File: config.mk
export PLATFORM = sky130hd
export DESIGN_NAME = nn_sample_driver
export DESIGN_NICKNAME = d
export VERILOG_FILES = /design/src/rtl/nn_sample_driver.sv
export SDC_FILE = /design/constraint.sdc
export NUM_CORES = 1
export LEC_CHECK = 0
export BUFFER_PORTS_ARGS = -buffer_cell sky130_fd_sc_hd__buf_2
export CAP_MARGIN = 20
export CORE_MARGIN = 4
export CORE_UTILIZATION = 49
export DETAILED_ROUTE_END_ITERATION = 6
export PLACE_DENSITY = 0.79
export SYNTH_ARGS = -nofsm -noshare
export SYNTH_HDL_FRONTEND = slang
export SYNTH_SLANG_ARGS = --single-unit
File: constraint.sdc
create_clock -name clk -period 2.4 [get_ports clk]
set_input_delay 0.12 -clock clk [delete_from_list [all_inputs] [get_ports clk]]
set_output_delay 0.12 -clock clk [all_outputs]
set_load 0.02 [all_outputs]
File: src/rtl/nn_sample_driver.sv
// nn_sample_driver: feeds stored iris samples to the classifier and scores results.
// Optional low-confidence counter enabled with `define NN_CONF_THRESH_EN.
module nn_sample_driver #(
  parameter int          NUM_SAMPLES   = 16,
  parameter int          ADDR_W        = 8,
  parameter int          CNT_W         = 8,
  parameter int          SETTLE_CYCLES = 16,
  parameter logic [31:0] CONF_THRESH   = 32'h3F000000
) (
  input  logic              clk,
  input  logic              rst_n,
  input  logic              start,
  output logic [ADDR_W-1:0] mem_addr,
  input  logic [17:0]       mem_rdata,
  output logic [3:0]        sl,
  output logic [3:0]        sw,
  output logic [3:0]        pl,
  output logic [3:0]        pw,
  input  logic [3:0]        species,
  input  logic [31:0]       final_val,
  output logic              busy,
  output logic              done,
  output logic              result_valid,
  output logic [3:0]        last_species,
  output logic [31:0]       last_final,
  output logic              mismatch,
  output logic [CNT_W-1:0]  correct_cnt,
  output logic [CNT_W-1:0]  mismatch_cnt,
  output logic [CNT_W-1:0]  lowconf_cnt
);

  typedef enum logic [2:0] {
    IDLE, FETCH, LOAD, SETTLE, CAPTURE, DONE
  } state_t;

  localparam int SC_W =
    (SETTLE_CYCLES > 1) ? $clog2(SETTLE_CYCLES) : 1;
  localparam logic [SC_W-1:0] SC_LAST =
    SC_W'(SETTLE_CYCLES - 1);
  localparam logic [ADDR_W-1:0] A_LAST =
    ADDR_W'(NUM_SAMPLES - 1);
  localparam logic [CNT_W-1:0] C_MAX = '1;

  state_t          state_q;
  state_t          state_d;
  logic [SC_W-1:0] settle_q;
  logic [1:0]      label_q;
  logic            hit;
  logic            go;

  // label 3 has no matching class, so it can never score as correct
  assign hit = (label_q != 2'b11) &&
               (species == {2'b00, label_q});
  assign go  = start &&
               ((state_q == IDLE) || (state_q == DONE));

  // state register
  always_ff @(posedge clk or negedge rst_n) begin
    if (!rst_n) state_q <= IDLE;
    else        state_q <= state_d;
  end

  // next-state decode
  always_comb begin
    state_d = state_q;
    unique case (state_q)
      IDLE, DONE: if (start) state_d = FETCH;
      FETCH:      state_d = LOAD;
      LOAD:       state_d = SETTLE;
      SETTLE:     if (settle_q == SC_LAST) state_d = CAPTURE;
      CAPTURE:    state_d = (mem_addr == A_LAST) ? DONE : FETCH;
      default:    state_d = IDLE;
    endcase
  end

  // datapath: address, feature latch, capture and scoring
  always_ff @(posedge clk or negedge rst_n) begin
    if (!rst_n) begin
      mem_addr     <= '0;
      {label_q, sl, sw, pl, pw} <= '0;
      settle_q     <= '0;
      busy         <= 1'b0;
      done         <= 1'b0;
      result_valid <= 1'b0;
      mismatch     <= 1'b0;
      last_species <= '0;
      last_final   <= '0;
      correct_cnt  <= '0;
      mismatch_cnt <= '0;
    end else begin
      result_valid <= 1'b0;
      mismatch     <= 1'b0;
      if (go) begin
        mem_addr     <= '0;
        correct_cnt  <= '0;
        mismatch_cnt <= '0;
        done         <= 1'b0;
        busy         <= 1'b1;
      end
      if (state_q == LOAD) begin
        {label_q, sl, sw, pl, pw} <= mem_rdata;
        settle_q <= '0;
      end
      if (state_q == SETTLE) settle_q <= settle_q + 1'b1;
      if (state_q == CAPTURE) begin
        last_species <= species;
        last_final   <= final_val;
        result_valid <= 1'b1;
        if (hit) begin
          if (correct_cnt != C_MAX)
            correct_cnt <= correct_cnt + 1'b1;
        end else begin
          mismatch <= 1'b1;
          if (mismatch_cnt != C_MAX)
            mismatch_cnt <= mismatch_cnt + 1'b1;
        end
        if (mem_addr == A_LAST) begin
          busy <= 1'b0;
          done <= 1'b1;
        end else begin
          mem_addr <= mem_addr + 1'b1;
        end
      end
    end
  end

`ifdef NN_CONF_THRESH_EN
  // count captures whose confidence falls below threshold
  always_ff @(posedge clk or negedge rst_n) begin
    if (!rst_n) begin
      lowconf_cnt <= '0;
    end else if (go) begin
      lowconf_cnt <= '0;
    end else if (state_q == CAPTURE &&
                 final_val < CONF_THRESH &&
                 lowconf_cnt != C_MAX) begin
      lowconf_cnt <= lowconf_cnt + 1'b1;
    end
  end
`else
  logic unused_thresh;
  assign unused_thresh = ^CONF_THRESH;
  assign lowconf_cnt   = '0;
`endif

endmodule

; After elaboration in Yosys (flattened, before gate mapping)
; Cells that the tools add are included.
[word_totals]
reg_bits = 89
in_bits = 57
out_inout_bits = 88
elab_cells = 66
[op_classes]
addsub = 4
n_eq_ne = 13
muxes = 26
n_reduce_logical = 7
[ops]
columns = cell, count
row1 = 8-bit two-way mux, 11
row2 = 8-bit by 1-bit adder with 8-bit output (second input constant), 3
row3 = 8-bit != test (second input constant), 2
row4 = 3-bit case mux with 5 select lines, 1
row5 = 1-bit two-way mux, 9
row6 = 3-bit two-way mux, 3
row7 = 8-bit by 4-bit == test with 1-bit output (second input constant), 1
row8 = 4-bit two-way mux, 2
row9 = 3-bit by 2-bit == test with 1-bit output (second input constant), 2
row10 = 3-bit == test (second input constant), 2
row11 = 2-bit != test (second input constant), 3
row12 = 4-bit by 1-bit adder with 4-bit output (second input constant), 1
row13 = 4-bit by 2-bit == test with 1-bit output, 1
row14 = 4-bit == test (second input constant), 1
row15 = 3-bit by 1-bit == test with 1-bit output (second input constant), 1
row16 = 3-bit logical NOT, 1
row17 = 1-bit logical AND, 2
row18 = 2-bit AND reduction, 1
row19 = 2-bit nonzero test, 1
row20 = 2-bit OR reduction, 1
row21 = 1-bit logical OR, 1

; Logic depth before layout (Yosys ltp)
; Gate-level depths: netlist of run 1.
[depth]
ltp_word = 7
ltp_mapped = 7
mapped_depth_nobuf = 5

; Worst setup path after synthesis of run 1
; No wires, ideal clock.
[synth_path]
path_kind = flip-flop to flip-flop
start = register state_q[2]
end = register label_q[0]
setup_ns = 0.125
t_arrival_ns = 1.749
required_ns = 2.275
slack_ns = 0.526
path_stages_with_launch = 6
path_buffers = 2
period_less_slack_ns = 1.874
path_cell_list = dfrtp_1 -> nand2b_1 -> clkbuf_1 -> nor2_1 -> buf_2 -> mux2_2
[synth_via]
elab_chain_len = 1
[synth_rtl]
columns = item, line
row1 = start: declaration, 44  ; state_t state_q;
row2 = start signal: assignment, 60  ; else state_q <= state_d;
row3 = 3-bit by 2-bit == test with 1-bit output, 100  ; if (state_q == LOAD) begin
row4 = end signal: assignment, 101  ; {label_q, sl, sw, pl, pw} <= mem_rdata;
row5 = end: declaration, 47  ; logic [1:0] label_q;
; Every way passes these cells.
; A chain may end at the register's enable or synchronous reset.

; Worst setup path after layout of run 1
[layout_path]
start = register state_q[1]
end = register mismatch_cnt[7]
[layout_via]
elab_chain_len = 7
elab_cells_between_ends = 9
classes_between = 2 x eq/ne / 4 x mux / 3 x reduce/logical
[layout_rtl]
columns = item, line
row1 = 3-bit == test or 3-bit logical NOT (tied branches), 55  ; ((state_q == IDLE) || (state_q == DONE));
row2 = 1-bit logical OR, 55
row3 = 1-bit logical AND, 54  ; assign go = start &&
row4 = 8-bit two-way mux, 93  ; if (go) begin
row5 = 8-bit two-way mux, 114  ; if (mismatch_cnt != C_MAX)
row6 = 8-bit two-way mux, 109  ; if (hit) begin
row7 = 8-bit two-way mux *, 105  ; if (state_q == CAPTURE) begin
row8 = end signal: assignment, 115  ; mismatch_cnt <= mismatch_cnt + 1'b1;
row9 = end: declaration, 28  ; output logic [CNT_W-1:0] mismatch_cnt,
; Mark *: on every way between the ends. The rest lies on a longest branch, timed or not.

==> results.py, run 1 <==
metrics = {
    "clock_network": {
        "post_cts_resized": 0,
        "cts-root-buf": "clkbuf_8",
        "post_cts_buffers": 0,
        "cts_buffers": 9,
        "clock_sinks": 89,
        "clk_pin_slew_ns": 0.09,
        "ctsHtreeMaxLevel": 3,
        "tritoncts": "done",
        "insertion_delay_ns": 0.34,
        "clk_path_buf_depth": 2,
    },
    "timing": {
        "finClkSkew_ns": 0.008007,
        "holdWs_ns": 0.009864,
        "setup_viol": 0,
        "rsz0062_at_grt": "no",
        "tns_ns": 0,
        "fin_crit_sh_pct": 84.99,
        "maxClockFrequency_mhz": 490.3,
        "maxSlewHeadroom_pct": 51.76,
        "worst_pin_slew_ns": 0.7236,
        "fin_crit_ns": 2.040,
        "slew_viol_final": 0,
        "hold_viol": 0,
    },
    "logic_synthesis": {
        "netlist_top_cells_area": "dfrtp_1, nand2_1, mux2_2, nand3_1, mux2i_1",
        "synth_top_area_share_pct": 56.28,
        "synth.avg_cell_area_um2": 9.869,
        "synth_area_mm2": 0.003958,
        "synth_seq_cells": 89,
        "synth_edf_count": 0,
        "yosysTopAreaCell": "dfrtp_1",
        "ys_types": 53,
        "syn_inst": 401,
        "async_flop_share_pct": 100.0,
        "yosys_warnings": 0,
        "seq_area_frac_synth_pct": 56.28,
        "yosys_most_used_dff": "dfrtp_1",
    },
    "worst_setup_path": {
        "timing.rr.end": "mismatch_cnt[7]",
        "r2r_slack_ns": 0.36,
        "crit_end": "mismatch_cnt[7]",
        "crit_path_end_kind": "register",
        "critPathArrivalTime_ns": 2.27,
        "worstPathMaxFanout": 10,
        "critPathLaunch": "state_q[1]",
        "timing.rr.start": "state_q[1]",
        "path_class": "reg2reg",
        "required_ns": 2.63,
        "startpoint_type": "register",
        "reg2regPathDepth": 4,
    },
    "layout": {
        "final_cell_mix": "nand2_1, buf_2, dfrtp_1",
        "n_antenna_cell": 0,
        "utilization_pct": 69.57,
        "drive_gt1_share_pct": 30.74,
        "final_common_cell": "nand2_1",
        "syn_to_final_growth_pct": 37.24,
        "final_nets": 648,
    },
    "floorplanning": {
        "die_h_um": 97.87,
        "io_pins": 145,
        "start_util_pct": 50.69,
        "fp-row-count": 32,
        "die-area_mm2": 0.009579,
        "die_x_um": 97.87,
        "core_mm2": 0.007807,
    },
    "global_routing": {
        "grt_pass1_wl_um": 16820,
        "grt_antenna_before_repair": 0,
        "grtUsageTotal_pct": 21.15,
        "grt_pass1_vias": 3569,
        "overflow": 0,
        "grt_max_degree": 46,
    },
    "status": {
        "status": "finished, final reports clean",
    },
    "pwr": {
        "peakVddDrop_mv": 0.7248,
        "cellLeakagePower_nw": 2.629,
        "power.total_mw": 4.642,
        "powerDensity_mw_per_mm2": 854.7,
    },
    "routing": {
        "route.vias.total": 3529,
        "ant_nets": 0,
        "wirelength_um": 10090,
        "drc": 0,
        "drt-initial-drc-count": 161,
        "wl_per_cell_um": 14.53,
        "drtPass1Iterations": 4,
        "vias_per_cell": 5.085,
    },
    "hold_path": {
        "hp-class": "in2reg",
    },
    "placement": {
        "port_buffers": 136,
        "gp_congestion": 0.8009,
        "dp_hpwl_um": 6887,
    },
    "run": {
        "maxCapViolCount": 0,
    },
}
## logic make-up (layout without fill, tap and decap cells)
family,after synthesis,count (layout),share of synthesized area (%)
AOI/OAI and AO/OA,43,43,7.525
xor gates and xnor gates,5,5,1.107
adders and majority gates,4,4,1.265
buffers and inverters,31,215,4.015
DFF,89,89,56.28
muxes,26,26,7.145
other,1,8,0.09476
and+or+nand+nor,202,202,22.57
## worst max-delay path, stage by stage, from the launching register on
cell	delay [ns]
dfrtp_1	0.44
or3b_1	0.48
a221o_1	0.46
o41ai_2	0.37
o21ba_1	0.18
## layer usage
| layer | GRT usage [%] | routed length [um] | vias to the layer above |
|---|---|---|---|
| met5 | 0 | 0 | - |
| met4 | 7.135 | 194 | 0 |
| met3 | 5.214 | 677 | 21 |
| met2 | 36.39 | 5074 | 128 |
| met1 | 26.06 | 4139 | 1672 |
| li1 | - | - | 1708 |
## report_power, final
part           switching [mW]  internal [mW]  leakage, nW  total, mW
clock network           0.527          0.544        0.102       1.07
registers               0.283           1.85        0.997       2.13
logic                   0.829          0.614         1.53       1.44
total                    1.64           3.00         2.63       4.64
## cell usage after synthesis (all sizes together), types with 2 or more instances
library cell / count
a21o: 2
a21oi: 3
a22o: 2
a31oi: 3
and3: 6
buf: 13
clkbuf: 11
dfrtp: 89
ha: 4
inv: 7
mux2: 18
mux2i: 8
nand2: 137
nand3: 17
nand4: 5
nor2: 9
nor2b: 3
nor3: 4
nor3b: 2
nor4: 2
o211ai: 4
o21a: 2
o21ai: 14
o31ai: 2
or2: 2
or3: 5
or4: 2
xnor2: 3
xor2: 2
## state kept, by name, indices dropped and copies added (netlist names), 4 cells and up
| register | cells |
|---|---|
| pw | 4 |
| pl | 4 |
| mismatch_cnt | 8 |
| last_species | 4 |
| correct_cnt | 8 |
| sw | 4 |
| settle_q | 4 |
| sl | 4 |
| last_final | 32 |
| mem_addr | 8 |
## layout make-up
type                    count  area, um^2
clock buffers              11       151.4
clock inverters             5       62.56
fillers                   610        2376
inverters                   7       26.28
multi-input cells         288        1598
flip-flops and latches     89        2227
well taps                 102       127.6
repair buffers            192        1239
## worst min path at each step
stage                       start         endpoint  slack, ns  depth (start not counted)
finish                 species[0]  last_species[0]       0.01                          3
global route         mem_rdata[2]            pw[2]      0.007                          2
CTS                 mem_rdata[12]            sl[0]    0.00001                          2
detailed placement          rst_n            pl[3]       0.16                          1
global placement            rst_n            pw[1]       0.15                          1
floorplan                   rst_n             busy      -0.18                          0
## repair_timing
action	in CTS	in global routing
endpoints found under the hold margin	89	3
hold buffers	46	3
endpoints found under the setup margin	0	0
## through the flow
step	instances	cell area [um^2]	setup slack [ns]
after floorplan	408	3984	0.5262
after global placement	629	4727	0.4593
after detailed placement	629	4727	0.3946
after CTS	691	5401	0.3753
after global routing	694	5431	0.2593
final	694	5431	0.3602
Note: power is estimated with default switching activity, not from simulation.
==> inputs of run 2 (changes only) <==
--- a/config.mk
+++ b/config.mk
@@ -5,12 +5,13 @@
 export SDC_FILE = /design/constraint.sdc
 export NUM_CORES = 1
 export LEC_CHECK = 0
+export ABC_AREA = 1
 export BUFFER_PORTS_ARGS = -buffer_cell sky130_fd_sc_hd__buf_2
 export CAP_MARGIN = 20
 export CORE_MARGIN = 4
-export CORE_UTILIZATION = 49
+export CORE_UTILIZATION = 45
 export DETAILED_ROUTE_END_ITERATION = 6
-export PLACE_DENSITY = 0.79
+export PLACE_DENSITY = 0.76
 export SYNTH_ARGS = -nofsm -noshare
 export SYNTH_HDL_FRONTEND = slang
 export SYNTH_SLANG_ARGS = --single-unit
==> constraint.sdc (replaced) <==
create_clock -name clk -period 1.8 [get_ports clk]
set_input_delay 0.09 -clock clk [delete_from_list [all_inputs] [get_ports clk]]
set_output_delay 0.09 -clock clk [all_outputs]
set_load 0.02 [all_outputs]
==> results.py, run 2 <==
metrics = {
    "worst_setup_path": {
        "crit_path_end_kind": "register",
        "critPathArrivalTime_ns": 1.86,
        "path_class": "reg2reg",
        "reg2regPathDepth": 9,
        "worstPathMaxFanout": 16,
        "startpoint_type": "register",
        "required_ns": 2.06,
    },
    "clock_network": {
        "cts_buffers": 9,
        "post_cts_buffers": 0,
        "clock_sinks": 89,
        "ctsHoldBuffers": 53,
        "post_cts_resized": 0,
        "clk_path_buf_depth": 2,
        "insertion_delay_ns": 0.35,
        "clk_pin_slew_ns": 0.10,
        "tritoncts": "done",
        "ctsHtreeMaxLevel": 3,
        "cts-root-buf": "clkbuf_8",
    },
    "timing": {
        "worst_pin_slew_ns": 0.5325,
        "slew_viol_final": 0,
        "fin_crit_sh_pct": 88.79,
        "maxSlewHeadroom_pct": 64.46,
        "setup_viol": 0,
        "maxClockFrequency_mhz": 625.7,
        "finClkSkew_ns": 0.008100,
        "rsz0062_at_grt": "no",
        "tns_ns": 0,
        "fin_crit_ns": 1.598,
        "hold_viol": 0,
    },
    "layout": {
        "syn_to_final_growth_pct": 36.35,
        "largest_reg_flops": 32,
        "final_common_cell": "nand2_1",
        "n_antenna_cell": 0,
        "drive_gt1_share_pct": 28.61,
        "largest-register": "last_final",
        "final_nets": 748,
        "stdcell_count": 800,
        "final_cell_mix": "nand2_1, buf_2, dfrtp_1",
    },
    "hold_path": {
        "min_path_cells": 3,
        "hp-class": "in2reg",
    },
    "global_routing": {
        "overflow": 0,
        "grt_max_degree": 39,
        "grtUsageTotal_pct": 20.70,
        "grt_pass1_vias": 3994,
        "grt_antenna_before_repair": 0,
        "grt_pass1_wl_um": 18620,
    },
    "pwr": {
        "p_comb_share_pct": 42.6,
        "powerDensity_mw_per_mm2": 1450,
        "seqPwrFrac_pct": 39.7,
        "p_sw_mw": 3.546,
        "pwr-share-clk_pct": 17.6,
        "peakVddDrop_mv": 1.001,
        "cellLeakagePower_nw": 3.164,
        "intPower_mw": 4.734,
        "swShare_pct": 42.83,
    },
    "logic_synthesis": {
        "synth.avg_cell_area_um2": 8.549,
        "netlist_top_cells_area": "dfrtp_1, nand2_1, nand3_1, mux2_2, inv_1",
        "yosys_warnings": 0,
        "syn_inst": 490,
        "ys_top_cells_by_count": "nand2_1, dfrtp_1, nand3_1, inv_1, nor2_1",
        "yosysTopAreaCell": "dfrtp_1",
        "async_flop_share_pct": 100.0,
        "synth_top_area_share_pct": 53.17,
        "synth_area_mm2": 0.004189,
        "ys_types": 31,
        "seq_area_frac_synth_pct": 53.17,
        "yosysMostFrequentCell": "nand2_1",
        "synth_edf_count": 0,
        "synth_seq_cells": 89,
        "yosys_most_used_dff": "dfrtp_1",
    },
    "floorplanning": {
        "io_pins": 145,
        "fp-row-count": 34,
        "core_mm2": 0.008891,
        "die_h_um": 104.5,
        "die-area_mm2": 0.01092,
        "die_x_um": 104.5,
        "start_util_pct": 47.12,
    },
    "routing": {
        "drtPass1Iterations": 4,
        "wl_per_cell_um": 13.60,
        "vias_per_cell": 4.851,
        "route.vias.total": 3881,
        "drc": 0,
        "drt-initial-drc-count": 106,
        "wirelength_um": 10880,
        "ant_nets": 0,
    },
    "status": {
        "status": "finished, final reports clean",
    },
    "placement": {
        "dp_hpwl_um": 7181,
        "placed_cells": 731,
        "gp_congestion": 0.8470,
        "port_buffers": 136,
    },
    "run": {
        "maxCapViolCount": 0,
    },
}
[run 2: through the flow]
step	utilization (%)	power (mW)	worst slack, ns	hold WS (ns)	instance area (um^2)
floorplan	-	5.535	0.2826	-0.2056	4215
global route	64.24	8.847	0.06015	0.03230	5712
detailed placement	55.91	6.702	0.2324	0.1007	4971
global placement	55.91	6.594	0.2574	0.09718	4971
CTS	64.24	8.265	0.2152	0.01419	5712
finish	64.24	8.280	0.2018	0.04187	5712
[run 2: layout make-up]
class,instances,area (um^2)
Multi-Input combinational cell,344,1673
Fill cell,698,3179
Clock buffer,9,123.9
Tap cell,108,135.1
Timing Repair Buffer,199,1301
Sequential cell,89,2227
Inverter,44,165.2
Clock inverter,7,86.33
[run 2: cells by family after synthesis]
logic type | share of synthesized area (%)
mux | 4.301
buf+inv | 7.527
fa+ha+maj | 1.195
xor+xnor | 1.254
compound gates | 4.032
flops | 53.17
simple gates | 28.43
other cells | 0.08952
[run 2: routing by layer]
metal | global-route usage [%] | part of all wire [%]
met4 | 9.212 | 2.5
met3 | 7.138 | 8.5
met5 | 0 | 0
met2 | 32.52 | 47
met1 | 25.78 | 42
[run 2: path summary, 6_finish.rpt]
path                                start         endpoint  slack [ns]
max                            state_q[2]      mem_addr[3]        0.20
min                            species[1]  last_species[1]        0.04
max reg2reg                    state_q[2]      mem_addr[3]        0.20
min reg2reg                last_final[20]   last_final[20]        0.48
max in group asynchronous           rst_n       label_q[1]        0.97
min in group asynchronous           rst_n   correct_cnt[3]        0.24
[run 2: worst max-delay path: stages (launching register included)]
cell and delay (ns):
dfrtp_1 0.41, inv_2 0.14, nand2_1 0.08, nand2_1 0.09, nand3_2 0.27, buf_4 0.28
nand2_1 0.05, o21ai_0 0.08, nand2_1 0.07, inv_1 0.03
[run 2: power groups by stage]
| stage | sequential (mW) | clock [mW] | combinational, mW |
|---|---|---|---|
| floorplan | 4.08 | 0 | 1.46 |
| global placement | 3.25 | 0 | 3.34 |
| detailed placement | 3.27 | 0 | 3.43 |
| CTS | 3.26 | 1.49 | 3.51 |
| global route | 3.38 | 1.58 | 3.89 |
| finish | 3.29 | 1.46 | 3.53 |
==> inputs of run 3 (changes only) <==
--- a/config.mk
+++ b/config.mk
@@ -8,10 +8,10 @@
 export ABC_AREA = 1
 export BUFFER_PORTS_ARGS = -buffer_cell sky130_fd_sc_hd__buf_2
 export CAP_MARGIN = 20
-export CORE_MARGIN = 4
+export CORE_MARGIN = 2
 export CORE_UTILIZATION = 45
 export DETAILED_ROUTE_END_ITERATION = 6
-export PLACE_DENSITY = 0.76
+export PLACE_DENSITY = 0.75
 export SYNTH_ARGS = -nofsm -noshare
 export SYNTH_HDL_FRONTEND = slang
 export SYNTH_SLANG_ARGS = --single-unit
==> results.py, run 3 (synthesized netlist as in run 2, its figures left out) <==
metrics = {
    "pwr": {
        "intPower_mw": 5.132,
        "p_sw_mw": 3.493,
        "powerDensity_mw_per_mm2": 1498,
        "swShare_pct": 40.50,
        "cellLeakagePower_nw": 3.183,
        "seqPwrFrac_pct": 38.3,
        "peakVddDrop_mv": 1.089,
        "pwr-share-clk_pct": 20.9,
        "p_comb_share_pct": 40.9,
    },
    "clock_network": {
        "cts_buffers": 9,
        "clk_path_buf_depth": 2,
        "clock_sinks": 89,
        "clk_pin_slew_ns": 0.10,
        "post_cts_buffers": 0,
        "cts-root-buf": "clkbuf_8",
        "insertion_delay_ns": 0.35,
        "tritoncts": "done",
        "post_cts_resized": 0,
        "ctsHtreeMaxLevel": 3,
    },
    "routing": {
        "vias_per_cell": 4.864,
        "drc": 0,
        "wirelength_um": 10670,
        "ant_nets": 0,
        "drtPass1Iterations": 4,
        "wl_per_cell_um": 13.35,
        "route.vias.total": 3886,
        "drt-initial-drc-count": 209,
    },
    "floorplanning": {
        "fp-row-count": 35,
        "io_pins": 145,
        "die_x_um": 100.5,
        "core_mm2": 0.009153,
        "start_util_pct": 45.77,
        "die-area_mm2": 0.01010,
        "die_h_um": 100.5,
    },
    "timing": {
        "maxSlewHeadroom_pct": 65.05,
        "fin_crit_sh_pct": 89.44,
        "setup_viol": 0,
        "rsz0062_at_grt": "no",
        "worst_pin_slew_ns": 0.5236,
        "tns_ns": 0,
        "finClkSkew_ns": 0.01204,
        "hold_viol": 0,
        "maxClockFrequency_mhz": 621.1,
        "slew_viol_final": 0,
        "fin_crit_ns": 1.610,
    },
    "layout": {
        "syn_to_final_growth_pct": 37.48,
        "largest-register": "last_final",
        "fillerInstances": 745,
        "final_nets": 745,
        "utilization_pct": 62.93,
        "seqCellArea_mm2": 0.002227,
        "final_common_cell": "nand2_1",
        "largest_reg_flops": 32,
        "n_antenna_cell": 0,
        "design_area_mm2": 0.005759,
        "final_cell_mix": "nand2_1, buf_2, dfrtp_1",
        "multi_input_area_mm2": 0.001673,
        "drive_gt1_share_pct": 28.20,
    },
    "worst_setup_path": {
        "startpoint_type": "register",
        "r2r_slack_ns": 0.19,
        "crit_end": "mem_addr[2]",
        "required_ns": 2.05,
        "worstPathMaxFanout": 7,
        "path_class": "reg2reg",
        "timing.rr.end": "mem_addr[2]",
        "reg2regPathDepth": 8,
        "critPathLaunch": "mem_addr[0]",
        "timing.rr.start": "mem_addr[0]",
        "crit_path_end_kind": "register",
        "critPathArrivalTime_ns": 1.86,
    },
    "global_routing": {
        "overflow": 0,
        "grt_pass1_wl_um": 17250,
        "grt_max_degree": 90,
        "grtUsageTotal_pct": 21.50,
        "grt_antenna_before_repair": 0,
        "grt_pass1_vias": 3767,
    },
    "placement": {
        "dp_hpwl_um": 6922,
        "placed_area_mm2": 0.004965,
        "gp_congestion": 0.8808,
        "port_buffers": 136,
    },
    "status": {
        "status": "finished, final reports clean",
    },
    "hold_path": {
        "min-delay-start": "species[0]",
        "hp-class": "in2reg",
    },
    "run": {
        "maxCapViolCount": 0,
    },
}
-- run 3: cell count changes in the layout (fill, tap and decap cells not counted), sizes merged --
cell	previous run	this run
bufinv	1	4
inv	48	45
clkinvlp	1	0
buf	146	143
-- run 3: worst min path at each step --
stage                       to  slack (ns)  cells past startpoint
5_1_grt        last_species[0]        0.07                      3
3_3_place_gp    correct_cnt[3]        0.17                      2
4_1_cts        last_species[0]        0.05                      3
2_1_floorplan             busy       -0.21                      0
6_report       last_species[0]        0.07                      3
3_5_place_dp    correct_cnt[3]        0.17                      2
-- run 3: per-layer routing --
layer | share of wire (%) | track usage [%] | wire length [um]
met5 | 0 | 0 | 0
met4 | 2.5 | 9.589 | 272
met3 | 6.9 | 4.854 | 741
met2 | 48 | 34.95 | 5143
met1 | 42 | 27.58 | 4510
-- run 3: repair_timing --
action / CTS / global route
hold endpoints to repair: 141 / 0
hold buffers: 53 / 0
endpoints found under the setup margin: 0 / 0
-- run 3: stage by stage --
| step | hold slack [ns] | setup slack [ns] | power [mW] | std cells |
|---|---|---|---|---|
| detailed placement | 0.1723 | 0.2216 | 6.717 | 731 |
| finish | 0.06608 | 0.1900 | 8.626 | 799 |
| global route | 0.07268 | 0.05513 | 9.156 | 799 |
| global placement | 0.1662 | 0.2649 | 6.590 | 731 |
| floorplan | -0.2056 | 0.2826 | 5.535 | 497 |
| CTS | 0.05164 | 0.2015 | 8.618 | 799 |
-- run 3: final cells by class --
class                           instances  area share (%)
Clock buffer                            9           2.151
Clock inverter                          6           2.433
Inverter                               44           2.868
Multi-Input combinational cell        344           29.05
Sequential cell                        89           38.67
Tap cell                              111           2.411
Timing Repair Buffer                  196           22.42
-- run 3: power by group through the flow --
stage               combinational, mW  clock, mW  sequential, mW
finish                           3.52       1.80            3.30
global route                     3.85       1.91            3.40
CTS                              3.51       1.83            3.28
detailed placement               3.43          0            3.29
global placement                 3.32          0            3.27
floorplan                        1.46          0            4.08
-- run 3: worst max-delay path, cell delays in order, from the launching register on --
cell     delay, ns
dfrtp_1       0.42
ha_1          0.24
nand3_1       0.17
o21ai_2       0.31
inv_1         0.15
nand2_1       0.09
nand2_1       0.05
nand2_1       0.05
inv_1         0.03
